===== config.mk =====
export PLATFORM = sky130hd
export DESIGN_NAME = reorder_buffer
export DESIGN_NICKNAME = d
export VERILOG_FILES = /design/src/rtl/reorder_buffer.sv
export SDC_FILE = /design/constraint.sdc
export NUM_CORES = 2
export LEC_CHECK = 0
export CAP_MARGIN = 15
export CORE_UTILIZATION = 60
export DETAILED_ROUTE_END_ITERATION = 10
export PLACE_DENSITY = 0.76
export SYNTH_ARGS = -nofsm -noshare
export SYNTH_HDL_FRONTEND = slang
export SYNTH_SLANG_ARGS = --single-unit

===== constraint.sdc =====
create_clock -name clk -period 10.6 [get_ports clk]
set_input_delay 1.06 -clock clk [delete_from_list [all_inputs] [get_ports clk]]
set_output_delay 1.06 -clock clk [all_outputs]
set_load 0.05 [all_outputs]

===== src/rtl/reorder_buffer.sv =====
`default_nettype none
// ============================================================================
//  Module      : reorder_buffer
//  Description : Circular in-order retirement buffer. Allocates one entry per
//                cycle at the tail (tag = slot + 1, tag 0 = no producer),
//                marks entries done from the CDB in any order, and retires
//                at most one entry per cycle from the head. A retiring
//                mispredicted branch flushes the whole buffer and raises a
//                one-cycle redirect pulse.
//  Revision    : 1.0 - initial release
// ============================================================================
module reorder_buffer #(
    parameter int ROB_SIZE = 16,
    parameter int TAG_W    = 5,
    parameter int DATA_W   = 64
) (
    input  logic              clk,
    input  logic              reset,
    input  logic              alloc_valid,
    output logic              alloc_ready,
    input  logic [4:0]        alloc_rd,
    input  logic              alloc_is_store,
    output logic [TAG_W-1:0]  alloc_tag,
    input  logic              cdb_valid,
    input  logic [TAG_W-1:0]  cdb_tag,
    input  logic [DATA_W-1:0] cdb_value,
    input  logic              cdb_mispredict,
    input  logic [DATA_W-1:0] cdb_target,
    output logic              commit_valid,
    output logic [TAG_W-1:0]  commit_tag,
    output logic [4:0]        commit_rd,
    output logic [DATA_W-1:0] commit_value,
    output logic              commit_store,
    output logic              flush,
    output logic [DATA_W-1:0] flush_pc,
    output logic [TAG_W-1:0]  count
);

    // Slot index width; ROB_SIZE is a power of two so pointers wrap naturally.
    localparam int                 c_idx_w    = (ROB_SIZE > 1) ? $clog2(ROB_SIZE) : 1;
    localparam logic [TAG_W-1:0]   c_rob_full = TAG_W'(ROB_SIZE);
    localparam logic [TAG_W-1:0]   c_tag_one  = TAG_W'(1);
    localparam logic [c_idx_w-1:0] c_idx_one  = c_idx_w'(1);

    // ------------------------------------------------------------------------
    // Entry storage: status bits are reset, payload fields are not (they are
    // only ever read behind a set valid bit).
    // ------------------------------------------------------------------------
    logic [ROB_SIZE-1:0] r_valid;
    logic [ROB_SIZE-1:0] r_done;
    logic [ROB_SIZE-1:0] r_mispredict;
    logic [ROB_SIZE-1:0] r_is_store;
    logic [4:0]          r_rd     [ROB_SIZE];
    logic [DATA_W-1:0]   r_value  [ROB_SIZE];
    logic [DATA_W-1:0]   r_target [ROB_SIZE];

    logic [c_idx_w-1:0]  r_head;
    logic [c_idx_w-1:0]  r_tail;
    logic [TAG_W-1:0]    r_count;

    // Registered retirement / redirect outputs.
    logic                r_commit_valid;
    logic [TAG_W-1:0]    r_commit_tag;
    logic [4:0]          r_commit_rd;
    logic [DATA_W-1:0]   r_commit_value;
    logic                r_commit_store;
    logic                r_flush;
    logic [DATA_W-1:0]   r_flush_pc;

    // ------------------------------------------------------------------------
    // Combinational decode of this cycle's events
    // ------------------------------------------------------------------------
    logic               w_alloc_fire;
    logic               w_cdb_in_range;
    logic [c_idx_w-1:0] w_cdb_idx;
    logic               w_cdb_hit;
    logic               w_commit;
    logic               w_flush_now;

    // Full check looks at the current count only: a retirement in the same
    // cycle does not open a slot until the following cycle.
    assign alloc_ready    = reset && !r_flush && (r_count < c_rob_full);
    assign alloc_tag      = TAG_W'(r_tail) + c_tag_one;
    assign w_alloc_fire   = alloc_valid && alloc_ready;

    // Range check must precede the index truncation, otherwise a tag above
    // ROB_SIZE would alias onto a low slot.
    assign w_cdb_in_range = (cdb_tag != '0) && (cdb_tag <= c_rob_full);
    assign w_cdb_idx      = c_idx_w'(cdb_tag - c_tag_one);
    assign w_cdb_hit      = cdb_valid && w_cdb_in_range && r_valid[w_cdb_idx];

    // Retirement uses pre-edge done bits, so a CDB write to the head slot
    // retires one edge later, never on the edge that records it.
    assign w_commit       = r_valid[r_head] && r_done[r_head];
    assign w_flush_now    = w_commit && r_mispredict[r_head];

    // ------------------------------------------------------------------------
    // Pointers, count and entry status bits
    // ------------------------------------------------------------------------
    // Status/pointer update: reset and flush clear everything; otherwise
    // allocate at tail, mark CDB hits done, and release the head on retire.
    always_ff @(posedge clk) begin
        if (!reset) begin
            r_head  <= '0;
            r_tail  <= '0;
            r_count <= '0;
            r_valid <= '0;
            r_done  <= '0;
        end else if (w_flush_now) begin
            // Any same-cycle allocation or CDB write is squashed with the rest.
            r_head  <= '0;
            r_tail  <= '0;
            r_count <= '0;
            r_valid <= '0;
            r_done  <= '0;
        end else begin
            // A valid tail slot implies full, so alloc never collides with a
            // CDB hit or a retirement on the same slot.
            if (w_alloc_fire) begin
                r_valid[r_tail] <= 1'b1;
                r_done[r_tail]  <= 1'b0;
                r_tail          <= r_tail + c_idx_one;
            end
            if (w_cdb_hit) begin
                r_done[w_cdb_idx] <= 1'b1;
            end
            if (w_commit) begin
                r_valid[r_head] <= 1'b0;
                r_head          <= r_head + c_idx_one;
            end
            case ({w_alloc_fire, w_commit})
                2'b10:   r_count <= r_count + c_tag_one;
                2'b01:   r_count <= r_count - c_tag_one;
                default: r_count <= r_count;
            endcase
        end
    end

    // ------------------------------------------------------------------------
    // Entry payload
    // ------------------------------------------------------------------------
    // Payload capture: destination info at allocation, result and branch
    // outcome at writeback.
    always_ff @(posedge clk) begin
        if (w_alloc_fire) begin
            r_rd[r_tail]         <= alloc_rd;
            r_is_store[r_tail]   <= alloc_is_store;
            r_mispredict[r_tail] <= 1'b0;
        end
        if (w_cdb_hit) begin
            r_value[w_cdb_idx]      <= cdb_value;
            r_mispredict[w_cdb_idx] <= cdb_mispredict;
            r_target[w_cdb_idx]     <= cdb_target;
        end
    end

    // ------------------------------------------------------------------------
    // Retirement and redirect outputs
    // ------------------------------------------------------------------------
    // Retire register: present the head entry for one cycle; a mispredicted
    // head still retires (its rd write is architectural) and also redirects.
    always_ff @(posedge clk) begin
        if (!reset) begin
            r_commit_valid <= 1'b0;
            r_commit_tag   <= '0;
            r_commit_rd    <= '0;
            r_commit_value <= '0;
            r_commit_store <= 1'b0;
            r_flush        <= 1'b0;
            r_flush_pc     <= '0;
        end else begin
            r_commit_valid <= w_commit;
            if (w_commit) begin
                r_commit_tag   <= TAG_W'(r_head) + c_tag_one;
                r_commit_rd    <= r_rd[r_head];
                r_commit_value <= r_value[r_head];
                r_commit_store <= r_is_store[r_head];
            end
            r_flush    <= w_flush_now;
            r_flush_pc <= w_flush_now ? r_target[r_head] : '0;
        end
    end

    assign commit_valid = r_commit_valid;
    assign commit_tag   = r_commit_tag;
    assign commit_rd    = r_commit_rd;
    assign commit_value = r_commit_value;
    assign commit_store = r_commit_store;
    assign flush        = r_flush;
    assign flush_pc     = r_flush_pc;
    assign count        = r_count;

endmodule
`default_nettype wire


==> impl_summary.txt <==
----------------------------------------------------
[Worst setup path]
  Biggest fanout along the worst timing path ... 58
  Nature of the critical path endpoint ... flip-flop
  Critical register-to-register path startpoint ... r_head[2]
  Cells on worst reg2reg path ... 14
  Arrival time worst endpoint ... 6.38 ns
  Critical Path Start Type ... flip-flop
  Critical path startpoint ... r_head[2]
  Capturing point of the worst reg2reg path ... count[4]
  Worst path required time ... 11.36 ns
  R2r setup slk ... 4.98 ns
  Crit Path Category ... flip-flop to flip-flop

[Logic synthesis]
  Post-synthesis async set-or-reset flop share ... 0
  Unique cell type count in the Yosys netlist ... 57
  Main flop type after synthesis ... edfxtp_1
  Synth warnings ... 0
  Most area-hungry cell type in the Yosys netlist ... edfxtp_1
  Count of state elements after synthesis ... 2346
  Syn Area/Cell ... 22.12 µm²
  Number of flops mapped to enable cells by yosys ... 2144
  Synthesized instance count ... 3984
  Cell types occupying the most area after synthesis ... edfxtp_1 (73%), mux4_2 (16%), dfxtp_1 (4.6%)
  Share of the yosys chip area belonging to registers ... 0.7765
  Syn nets ... 4145
  Synthesized cell area ... 0.08812 mm²
  Fraction of post-synthesis cell area in the top cell type by area ... 0.7306

[Final layout]
  Ratio of cells with drive above 1 in the final layout ... 0.2347
  Final net count ... 4485
  Most common cell after layout, fill and taps aside ... edfxtp_1
  Core occupancy in the finished layout ... 0.6900
  Most frequent cells in the layout ... edfxtp_1 (2144), mux4_2 (608), clkdlybuf4s50_1 (295)
  Layout Area Growth over Synthesis ... 14.11%
  Layout fillers ... 8659

[GRT]
  Combined global-route utilization of all metal layers ... 0.2890
  Maximum number of pins on one net before global-route repair ... 143
  Grt ovf ... 0
  Vias in the first global route ... 44.39k
  Wire length of the first global-routing pass ... 304.9 mm
  Antenna violations before repair ... 31

[Detailed routing]
  First-iteration detailed-routing DRC count ... 5313
  Total number of vias ... 43.54k
  Iteration count of the initial detailed-routing pass ... 6
  DRC violation count after routing ... 0
  Wire length per cell ... 32.82 µm
  Post-detailed-routing wire length ... 211.5 mm
  ANT nets after route ... 0
  Average vias per placed instance ... 6.756

[Floorplanning]
  Initial core utilization ... 0.6046
  Die area ... 0.1484 mm²
  FP Rows ... 140
  Chip height ... 385.2 µm
  Count of boundary I/O pins ... 296
  Core Area ... 0.1457 mm²
  Horiz. Die Dim ... 385.2 µm

[Pwr]
  Pwr/cell area ... 192.0 mW/mm²
  Peak supply drop ... 0.0001520 V
  Leakage ... 30.79 nW

[Place]
  Number of port buffers ... 295
  Pre-CTS setup slack ... 5.100 ns
  Detailed placer's ending HPWL ... 106.7 mm
  Global placement routability congestion ... 0.8568

[Timing]
  Rel. slew slack ... 0.1891
  Unrepaired setup endpoints after global routing ... false
  PnR worst setup slack ... 4.978 ns
  Worst Tran Pin Value ... 1.216 ns
  Final setup vio count ... 0
  Max Clock Skew ... 0.04687 ns
  Highest clock rate ... 0.1779 GHz
  Portion of the clock cycle consumed by the worst path in the final layout ... 0.5304
  Setup TNS ... 0 ns
  Tmin final ... 5.622 ns
  Max Slew Vio Count ... 0
  Hold Fails Final Rpt ... 0

[Clocking]
  Number of setup buffers added after CTS ... 0
  Clock transition at the registers of the reported paths ... 0.07 ns
  Hold bufs inserted after CTS ... 0
  Root buf cell ... clkbuf_16
  CTS tree ... built
  Number of clock sinks seen by CTS ... 2346
  Clock H-tree levels ... 4
  CTS-repair resized insts ... 0
  CTS Buf Count ... 220
  Max Root-Sink Buffers ... 3
  Insertion delay of the later-clocked pin in the worst-skew pair ... 0.86 ns

[Min path]
  Worst-case hold path end point ... commit_value[23]
  Kind of path behind the tightest hold check ... flip-flop to flip-flop
  Hold depth ... 2
  Hold wc startpoint ... commit_value[23]

[Flow run]
  Max cap viols ... 0

[Status]
  Result of the run ... finished clean

----------------------------------------------------
[kinds of logic after synthesis]
kind of cell / count (synthesis) / synth area share
flops: 2346 / 0.7765
buf+inv: 259 / 0.01343
mux: 630 / 0.1582
fa+ha+maj: 17 / 0.002414
simple gates: 337 / 0.01993
xor+xnor: 13 / 0.001292
compound gates: 382 / 0.02818
[Yosys cell counts (7+ instances only)]
master / number
edfxtp_1: 2144
mux4_2: 608
dfxtp_1: 202
a22oi_1: 140
buf_2: 118
a21oi_1: 108
o21ai_0: 88
nand3_1: 87
nor2b_1: 87
clkbuf_1: 84
nand2_1: 81
nor2_1: 29
inv_1: 21
mux2_2: 18
buf_1: 17
ha_1: 17
buf_4: 15
nor3_1: 10
o221a_1: 10
and3_1: 9
nand4_1: 9
xor2_1: 7
[metrics by stage]
step | cells | power, mW | hold WS [ns] | instance area (µm²)
2_1_floorplan | 3984 | 11.04 | 0.4525 | 88120
3_3_place_gp | 6018 | 11.41 | 0.4636 | 93050
3_5_place_dp | 6018 | 11.44 | 0.4669 | 93050
4_1_cts | 6433 | 19.38 | 0.4753 | 100500
5_1_grt | 6440 | 19.78 | 0.4945 | 100500
6_report | 6444 | 19.31 | 0.4737 | 100600
[how the worst max path moves through the flow]
stage                           end  slack [ns]  cells after the start
floorplan           r_mispredict[0]        4.48                      8
global placement    r_value[11][37]        5.19                      9
detailed placement         count[4]        5.10                     14
CTS                        count[4]        5.05                     14
global route               count[4]        4.73                     14
finish                     count[4]        4.98                     14
[sequential cells by signal (all words and copies together), names as in the netlist]
signal,flops
r_target,1024
r_value,1024
r_rd,80
commit_value,64
flush_pc,64
r_done,16
r_is_store,16
r_mispredict,16
r_valid,16
commit_rd,5
commit_tag,5
count,5
r_head,4
r_tail,4
commit_store,1
commit_valid,1
flush,1
[worst max-delay path, cell delays in order, from the launching register on]
cell	delay [ns]
dfxtp_4	0.37
buf_4	0.77
nand4b_1	0.19
and4_1	0.31
a32oi_4	0.98
nand2_1	0.78
inv_1	0.43
ha_1	0.40
xor2_1	0.12
ha_1	0.23
o21a_1	0.18
o21a_1	0.16
o21a_1	0.18
o21a_1	0.18
o21ba_2	0.20
[power by group]
part,switching (mW),total (mW),internal [mW]
clock network,3.44,8.07,4.63
registers,0.0375,10.2,10.1
logic,0.626,1.09,0.466
total,4.10,19.3,15.2
[layer usage]
metal | GRT usage | wire length [µm] | vias up
met2 | 0.4644 | 104800 | 2542
li1 | - | - | 17440
met3 | 0.06141 | 19530 | 425
met1 | 0.4024 | 80580 | 23090
met4 | 0.09267 | 6346 | 36
met5 | 0 | 233 | -
[area by class of cell]
type,count,area [µm²],share of cell area
antenna,10,25.02,0.0002489
clock buffer,304,6113,0.06079
sequential,2346,68440,0.6806
inverter,24,181.4,0.001804
clock inverter,111,1341,0.01334
timing repair buffer,353,3446,0.03427
multi-input combinational,1379,18610,0.1851
tap,1917,2399,0.02385
Note: power is estimated with default switching activity, not from simulation.
